$ cat src/rtl/tick_gen_multi_pkg.sv
// Shared definitions for the multi-channel tick generator: channel-select width,
// mode encoding and the channel-select decode helper.
package tick_gen_multi_pkg;

    localparam int unsigned TG_CH_SEL_W = 4;

    typedef enum logic {
        TG_MODE_PERIODIC = 1'b0,
        TG_MODE_ONESHOT  = 1'b1
    } tg_mode_e;

    // True when a config select addresses channel idx; full-width compare so
    // out-of-range selects never alias onto a real channel.
    function automatic logic ch_sel_hit(input logic [TG_CH_SEL_W-1:0] sel,
                                        input int unsigned idx);
        return (32'(sel) == 32'(idx));
    endfunction

endpackage

$ cat src/rtl/tick_gen_multi_chan.sv
// One tick channel: programmable divisor, optional one-shot, registered
// clock-enable pulse, 50% square wave and busy flag.
import tick_gen_multi_pkg::*;

module tick_chan #(
    parameter int unsigned      CNT_W   = 32,
    parameter logic [CNT_W-1:0] DIV_RST = CNT_W'(100000)
) (
    input  logic             clk,
    input  logic             rst,
    input  logic             en,
    input  logic             clr,
    input  logic             cfg_we,
    input  logic [CNT_W-1:0] cfg_div,
    input  logic             cfg_os,
    output logic             tick,
    output logic             sq,
    output logic             busy
);

    localparam logic [CNT_W-1:0] CNT_ZERO = {CNT_W{1'b0}};
    localparam logic [CNT_W-1:0] CNT_ONE  = CNT_W'(1'b1);
    localparam logic             BUSY_RST = (DIV_RST != CNT_ZERO);

    logic [CNT_W-1:0] div_r,   div_s;
    logic [CNT_W-1:0] count_r, count_s;
    tg_mode_e         os_r,    os_s;
    logic             spent_r, spent_s;
    logic             tick_r,  tick_s;
    logic             sq_r,    sq_s;
    logic             busy_r,  busy_s;
    logic             armed_s;
    logic             term_s;

    // Next-state logic; priority is config write, then clear, then counting.
    always_comb begin
        div_s   = div_r;
        os_s    = os_r;
        count_s = count_r;
        spent_s = spent_r;
        sq_s    = sq_r;
        tick_s  = 1'b0;
        armed_s = (div_r != CNT_ZERO) && !spent_r;
        term_s  = (count_r == (div_r - CNT_ONE));

        if (cfg_we) begin
            div_s   = cfg_div;
            os_s    = tg_mode_e'(cfg_os);
            count_s = CNT_ZERO;
            spent_s = 1'b0;
            if (clr) begin
                sq_s = 1'b0;
            end else begin
                sq_s = sq_r;
            end
        end else if (clr) begin
            count_s = CNT_ZERO;
            spent_s = 1'b0;
            sq_s    = 1'b0;
        end else if (en && armed_s) begin
            if (term_s) begin
                count_s = CNT_ZERO;
                tick_s  = 1'b1;
                sq_s    = ~sq_r;
                if (os_r == TG_MODE_ONESHOT) begin
                    spent_s = 1'b1;
                end else begin
                    spent_s = 1'b0;
                end
            end else begin
                count_s = count_r + CNT_ONE;
            end
        end else begin
            count_s = count_r;
        end

        busy_s = (div_s != CNT_ZERO) && !spent_s;
    end

    // Channel state and registered outputs.
    always_ff @(posedge clk or posedge rst) begin
        if (rst) begin
            div_r   <= DIV_RST;
            os_r    <= TG_MODE_PERIODIC;
            count_r <= CNT_ZERO;
            spent_r <= 1'b0;
            tick_r  <= 1'b0;
            sq_r    <= 1'b0;
            busy_r  <= BUSY_RST;
        end else begin
            div_r   <= div_s;
            os_r    <= os_s;
            count_r <= count_s;
            spent_r <= spent_s;
            tick_r  <= tick_s;
            sq_r    <= sq_s;
            busy_r  <= busy_s;
        end
    end

    assign tick = tick_r;
    assign sq   = sq_r;
    assign busy = busy_r;

endmodule

$ cat src/rtl/tick_gen_multi.sv
// Multi-channel tick generator top: decodes the config port into per-channel
// write strobes and instantiates one tick_chan per channel.
import tick_gen_multi_pkg::*;

module tick_gen_multi #(
    parameter int unsigned      N_CH    = 4,
    parameter int unsigned      CNT_W   = 32,
    parameter logic [CNT_W-1:0] DIV_RST = CNT_W'(100000)
) (
    input  logic                   clk,
    input  logic                   rst,
    input  logic [N_CH-1:0]        en,
    input  logic [N_CH-1:0]        clr,
    input  logic                   cfg_we,
    input  logic [TG_CH_SEL_W-1:0] cfg_ch,
    input  logic [CNT_W-1:0]       cfg_div,
    input  logic                   cfg_os,
    output logic [N_CH-1:0]        tick,
    output logic [N_CH-1:0]        sq,
    output logic [N_CH-1:0]        busy
);

    logic [N_CH-1:0] ch_we_s;

    // Per-channel write strobe decode.
    always_comb begin
        ch_we_s = {N_CH{1'b0}};
        for (int unsigned i = 0; i < N_CH; i++) begin
            if (cfg_we && ch_sel_hit(cfg_ch, i)) begin
                ch_we_s[i] = 1'b1;
            end else begin
                ch_we_s[i] = 1'b0;
            end
        end
    end

    for (genvar g = 0; g < N_CH; g++) begin : g_ch
        tick_chan #(
            .CNT_W   (CNT_W),
            .DIV_RST (DIV_RST)
        ) u_chan (
            .clk     (clk),
            .rst     (rst),
            .en      (en[g]),
            .clr     (clr[g]),
            .cfg_we  (ch_we_s[g]),
            .cfg_div (cfg_div),
            .cfg_os  (cfg_os),
            .tick    (tick[g]),
            .sq      (sq[g]),
            .busy    (busy[g])
        );
    end

endmodule

$ cat config.mk
export PLATFORM = sky130hd
export DESIGN_NAME = tick_gen_multi
export DESIGN_NICKNAME = d
export VERILOG_FILES = /design/src/rtl/tick_gen_multi_pkg.sv /design/src/rtl/tick_gen_multi_chan.sv /design/src/rtl/tick_gen_multi.sv
export SDC_FILE = /design/constraint.sdc
export NUM_CORES = 1
export LEC_CHECK = 0
export BUFFER_PORTS_ARGS = -buffer_cell sky130_fd_sc_hd__buf_4
export CORE_MARGIN = 8
export CORE_UTILIZATION = 51
export DETAILED_ROUTE_END_ITERATION = 8
export PLACE_DENSITY = 0.67
export SLEW_MARGIN = 20
export SYNTH_ARGS = -nofsm -noshare
export SYNTH_HDL_FRONTEND = slang
export SYNTH_SLANG_ARGS = --single-unit
$ cat constraint.sdc
create_clock -name clk -period 17 [get_ports clk]
set_input_delay 0.85 -clock clk [delete_from_list [all_inputs] [get_ports clk]]
set_output_delay 0.85 -clock clk [all_outputs]
set_load 0.01 [all_outputs]
Yosys cells after proc, flatten, opt, wreduce, memory -nomap -nowiden
Index checks and enable logic that the tools add are counted.
{"block": "classes", "n_eq_ne": 11, "add_sub_neg": 8, "n_reduce_logical": 49, "mux": 80, "bitwise": 4}
{"op": "$mux 32", "count": 20}
{"op": "$reduce_bool 32->1", "count": 8}
{"op": "$add 32x1->32 const B", "count": 4}
{"op": "$eq 32x32->1", "count": 4}
{"op": "$sub 32x1->32 const B", "count": 4}
{"op": "$mux 1", "count": 60}
{"op": "$logic_and 1x1->1", "count": 16}
{"op": "$reduce_bool 2->1", "count": 8}
{"op": "$reduce_and 3->1", "count": 4}
{"op": "$reduce_bool 3->1", "count": 4}
{"op": "$eq 4x2->1 const B", "count": 2}
{"op": "$logic_not 1->1", "count": 8}
{"op": "$ne 2x2->1 const B", "count": 4}
{"op": "$eq 4x1->1 const B", "count": 1}
{"op": "$logic_not 4->1", "count": 1}
{"op": "$not 1->1", "count": 4}
{"block": "totals", "out_inout_bits": 12, "reg_bits": 276}

Depth between registers and ports, before layout
{"block": "depth", "depth_word": 8, "mapped_depth": 14, "depth_no_buf": 11}

Hierarchy
From an unflattened synthesis, not the netlist that was laid out.
{"block": "unflattened", "cells_unflattened": 2035, "area_unflattened_um2": 18601.6}
{"module": "tick_chan (g_ch[2].u_chan ...)", "instances": 2, "seq_area_each_um2": 1735.4, "area_per_inst_um2": 4659.5, "cells_per_inst": 514}
{"module": "tick_chan (g_ch[0].u_chan)", "instances": 1, "seq_area_each_um2": 1735.4, "area_per_inst_um2": 4628.2, "cells_per_inst": 506}
{"module": "tick_chan (g_ch[1].u_chan)", "instances": 1, "seq_area_each_um2": 1735.4, "area_per_inst_um2": 4589.4, "cells_per_inst": 496}
{"module": "tick_gen_multi", "instances": 1, "seq_area_each_um2": 0.0, "area_per_inst_um2": 65.1, "cells_per_inst": 5}

Worst setup path after synthesis
OpenSTA, ideal clock, no wires.
{"block": "synth_path", "path_kind": "register -> register", "startpoint": "reg g_ch[2].u_chan.div_r[12]", "endpoint": "reg g_ch[2].u_chan.sq_r", "t_required_ps": 16875, "synth_period_minus_slack_ps": 3549, "setup_slack_ps": 13451, "path_stages_with_launch": 12, "t_arrival_ps": 3424, "setup_time_ps": 125, "path_cell_list": "dfrtp_1 -> buf_6 -> or4_4 -> or4b_1 -> buf_2 -> nor3_1 -> mux2_2 -> nand2_1 -> nand4_1 -> or4_1 -> nor3_1 -> mux2_2"}
{"block": "synth_between", "elab_chain_cells": 5, "elab_cells_between_ends": 8, "classes_between": "1 x add/sub; 1 x eq/ne; 6 x reduce/logical"}
{"item": "from (decl)", "line": "tick_gen_multi_chan.sv:25", "source": "logic [CNT_W-1:0] div_r, div_s;"}
{"item": "from (signal assigned)", "line": "tick_gen_multi_chan.sv:91", "source": "div_r <= div_s;"}
{"item": "branches (longest 4 deep; another with $sub 32x1->32)"}
{"item": "$reduce_and 3->1 (no line) (*)"}
{"item": "to (signal assigned)", "line": "tick_gen_multi_chan.sv:96", "source": "sq_r <= sq_s;"}
{"item": "to (decl)", "line": "tick_gen_multi_chan.sv:30", "source": "logic sq_r, sq_s;"}
Every way passes the cells marked *.
A chain may end at the register's enable or synchronous reset.

Final worst setup path
{"block": "layout_path", "startpoint": "reg g_ch[1].u_chan.div_r[0]", "endpoint": "reg g_ch[1].u_chan.count_r[14]"}
{"block": "layout_between", "elab_chain_cells": 6, "elab_cells_between_ends": 10, "classes_between": "1 x add/sub; 1 x eq/ne; 4 x mux; 4 x reduce/logical"}
{"item": "from (decl)", "line": "tick_gen_multi_chan.sv:25"}
{"item": "from (signal assigned)", "line": "tick_gen_multi_chan.sv:91"}
{"item": "$sub 32x1->32", "line": "tick_gen_multi_chan.sv:44", "source": "term_s = (count_r == (div_r - CNT_ONE));"}
{"item": "$eq 32x32->1", "line": "tick_gen_multi_chan.sv:44"}
{"item": "$mux 32", "line": "tick_gen_multi_chan.sv:61", "source": "if (term_s) begin"}
{"item": "$mux 32", "line": "tick_gen_multi_chan.sv:60", "source": "end else if (en && armed_s) begin"}
{"item": "$mux 32", "line": "tick_gen_multi_chan.sv:56", "source": "end else if (clr) begin"}
{"item": "$mux 32", "line": "tick_gen_multi_chan.sv:46", "source": "if (cfg_we) begin"}
{"item": "to (signal assigned)", "line": "tick_gen_multi_chan.sv:93", "source": "count_r <= count_s;"}
{"item": "to (decl)", "line": "tick_gen_multi_chan.sv:26", "source": "logic [CNT_W-1:0] count_r, count_s;"}
Several ways; a longest one is shown, not always the timed one. The select of a mux whose other input is x is not followed.

==> results.json <==
{
  "status": "finished clean",
  "grt_pass1_wl_um": 85400,
  "num-fill-cells": 3154,
  "start_util": 0.518,
  "drt-total-wl_um": 54000,
  "port_buffers": 59,
  "grt_max_degree": 138,
  "crit_start": "g_ch[1].u_chan.div_r[0]$_DFF_PP0_",
  "fin_tns_setup_ps": 0,
  "crit_fanout": 29,
  "clk_pin_slew_ps": 60,
  "ys_seq_area_frac": 0.377,
  "die_h_um": 206,
  "cp_data_required_time_ps": 17430,
  "worstMarginPinSlew_ps": 993,
  "via_per_inst": 6.32,
  "cts-resized-gates": 0,
  "drive_gt1_frac": 0.146,
  "areaGrowthSynthToFinish_pct": 9.83,
  "min_from": "clr[0]",
  "holdBufCountCts": 0,
  "die_area_um2": 42500,
  "antenna_found_initial": 2,
  "die_width_um": 206,
  "grt.overflow.total": 0,
  "hold_violations": 0,
  "cts_buffers": 34,
  "avgSynthCellArea_um2": 8.83,
  "max-slew-margin-rel": 0.338,
  "cts_tree": "yes",
  "synth_area_um2": 18400,
  "post-route-period-util": 0.252,
  "layout_common_cells": "nand2_1, dfrtp_1, nor2_1, xnor2_1, nand3_1",
  "ir_drop_mv": 0.0775,
  "async_flop_share": 1.00,
  "core_um2": 35600,
  "synth-seq-cells": 276,
  "rsz0062_at_grt": "false",
  "syn_inst": 2088,
  "cts_setup_buffers": 0,
  "yosysWarnings": 0,
  "r2r-start": "g_ch[1].u_chan.div_r[0]$_DFF_PP0_",
  "crit_path_start_kind": "flip-flop",
  "reg2reg_slack_ps": 12710,
  "endpoint_kind": "flip-flop",
  "vias": 16300,
  "drt_iter0_markers": 1045,
  "numClockSinks": 276,
  "firstDrtPassIters": 5,
  "clock_path_buffers": 3,
  "criticalPathCategory": "flip-flop to flip-flop",
  "root_buffer": "clkbuf_16",
  "route.detailed.drc": 0,
  "synth_ff_type": "dfrtp_1",
  "period_needed_ps": 4290,
  "nets": 2141,
  "routedWlPerCell_um": 21.0,
  "final_core_util": 0.569,
  "crit_arrival_ps": 4720,
  "gp_congestion": 0.934,
  "num_rows": 69,
  "fmax_mhz": 233,
  "pin_count": 60,
  "layout_commonest_cell": "nand2_1",
  "synth_edf_count": 0,
  "p_leak_nw": 8.12,
  "setup_viol": 0,
  "p_per_area_nw_per_um2": 106,
  "groute.usage.overall": 0.253,
  "synth_nets": 2144,
  "fin_skew_ps": 18.8,
  "maxCapViolCount": 0,
  "synthDistinctLibCells": 88,
  "hold_path_class": "input pin to flip-flop",
  "drtAntennaViolNets": 0,
  "grt_pass1_vias": 15500,
  "post-dp-hpwl_um": 39100,
  "insertion_delay_ps": 550,
  "htreeDepth": 2,
  "slew_viol_final": 0
}
-- sequential cells by signal, indices dropped and copies added (netlist names) --
register and cells:
g_ch.u_chan.sq 4, g_ch.u_chan.busy 4, g_ch.u_chan.spent_r 4, g_ch.u_chan.count_r 128, g_ch.u_chan.tick 4, g_ch.u_chan.div_r 128
g_ch.u_chan.os_r 4
-- power breakdown --
part | total, mW | internal (mW) | switching (mW)
clock | 0.747 | 0.457 | 0.290
combinational | 0.516 | 0.222 | 0.293
sequential | 0.876 | 0.741 | 0.135
total | 2.14 | 1.42 | 0.718
-- final timing paths --
check,end,cells past startpoint
setup / recovery,g_ch[1].u_chan.count_r[14]$_DFFE_PP0P_,13
hold / removal,g_ch[0].u_chan.sq$_DFFE_PP0P_,2
setup reg to reg,g_ch[1].u_chan.count_r[14]$_DFFE_PP0P_,13
hold reg to reg,g_ch[3].u_chan.spent_r$_DFF_PP0_,1
max in group asynchronous,g_ch[0].u_chan.count_r[22]$_DFFE_PP0P_,4
min in group asynchronous,g_ch[3].u_chan.count_r[2]$_DFFE_PP0P_,2
-- stage by stage --
stage | power, mW | cell area [um2] | worst slack [ps] | hold WS, ps | instances
final | 2.14 | 20200 | 12710 | 468 | 2572
after floorplan | 1.24 | 18400 | 8590 | 446 | 2088
after CTS | 2.15 | 20200 | 12750 | 444 | 2571
after global routing | 2.24 | 20200 | 12490 | 463 | 2571
after detailed placement | 1.39 | 19100 | 12760 | 471 | 2510
after global placement | 1.38 | 19100 | 12900 | 467 | 2510
-- cell families (layout without fill, tap and decap cells) --
family	after synthesis	count (layout)	synth area share
DFF	276	276	0.377
AOI/OAI and AO/OA	318	318	0.125
and+or+nand+nor	1011	1011	0.290
other	0	1	0
buffers and inverters	157	179	0.0368
adders and majority gates	8	8	0.00543
xor gates and xnor gates	198	198	0.0941
muxes	120	120	0.0718
-- cells in the mapped netlist (all sizes together) (22+ instances only) --
cell	instances	area, um2
nor2	169	647
a31oi	24	150
nand3	118	606
nor4	87	629
o31ai	24	194
buf	38	231
nand4	67	419
dfstp	28	736
a21oi	35	175
inv	42	158
nand2	255	957
xor2	82	718
or4	32	248
a22o	25	219
dfrtp	248	6210
xnor2	116	1020
and3	37	231
nor3	80	410
clkbuf	77	289
o21ai	76	392
mux2	98	1100
mux2i	22	220
or3	35	219
-- layer usage --
| layer | vias up | share of wire | global-route usage |
|---|---|---|---|
| li1 | 7666 | - | - |
| met1 | 7951 | 0.45 | 0.354 |
| met2 | 536 | 0.45 | 0.392 |
| met3 | 114 | 0.068 | 0.0382 |
| met4 | 0 | 0.032 | 0.0943 |
| met5 | - | 0 | 0 |
-- critical path: stages, from the launching register on --
cell and delay, ps:
dfrtp_1 470, inv_1 90, ha_1 170, nor3b_2 400
nand4_1 360, nor4_1 470, nand3_1 160, xnor2_1 170
or4b_1 520, and4bb_1 280, buf_4 310, nor2_1 140
buf_4 240, a221o_1 350
-- area by class of cell --
| type | instances | area, um2 | share of cell area |
|---|---|---|---|
| tap | 461 | 577 | 0.0285 |
| multi-input combinational | 1655 | 10800 | 0.535 |
| clock buffer | 54 | 1060 | 0.0522 |
| clock inverter | 7 | 92.6 | 0.00457 |
| sequential | 276 | 6940 | 0.343 |
| timing repair buffer | 76 | 571 | 0.0282 |
| inverter | 42 | 165 | 0.00816 |
| antenna | 1 | 2.50 | 0.000124 |
No activity file was read; power rests on OpenSTA's default activity.
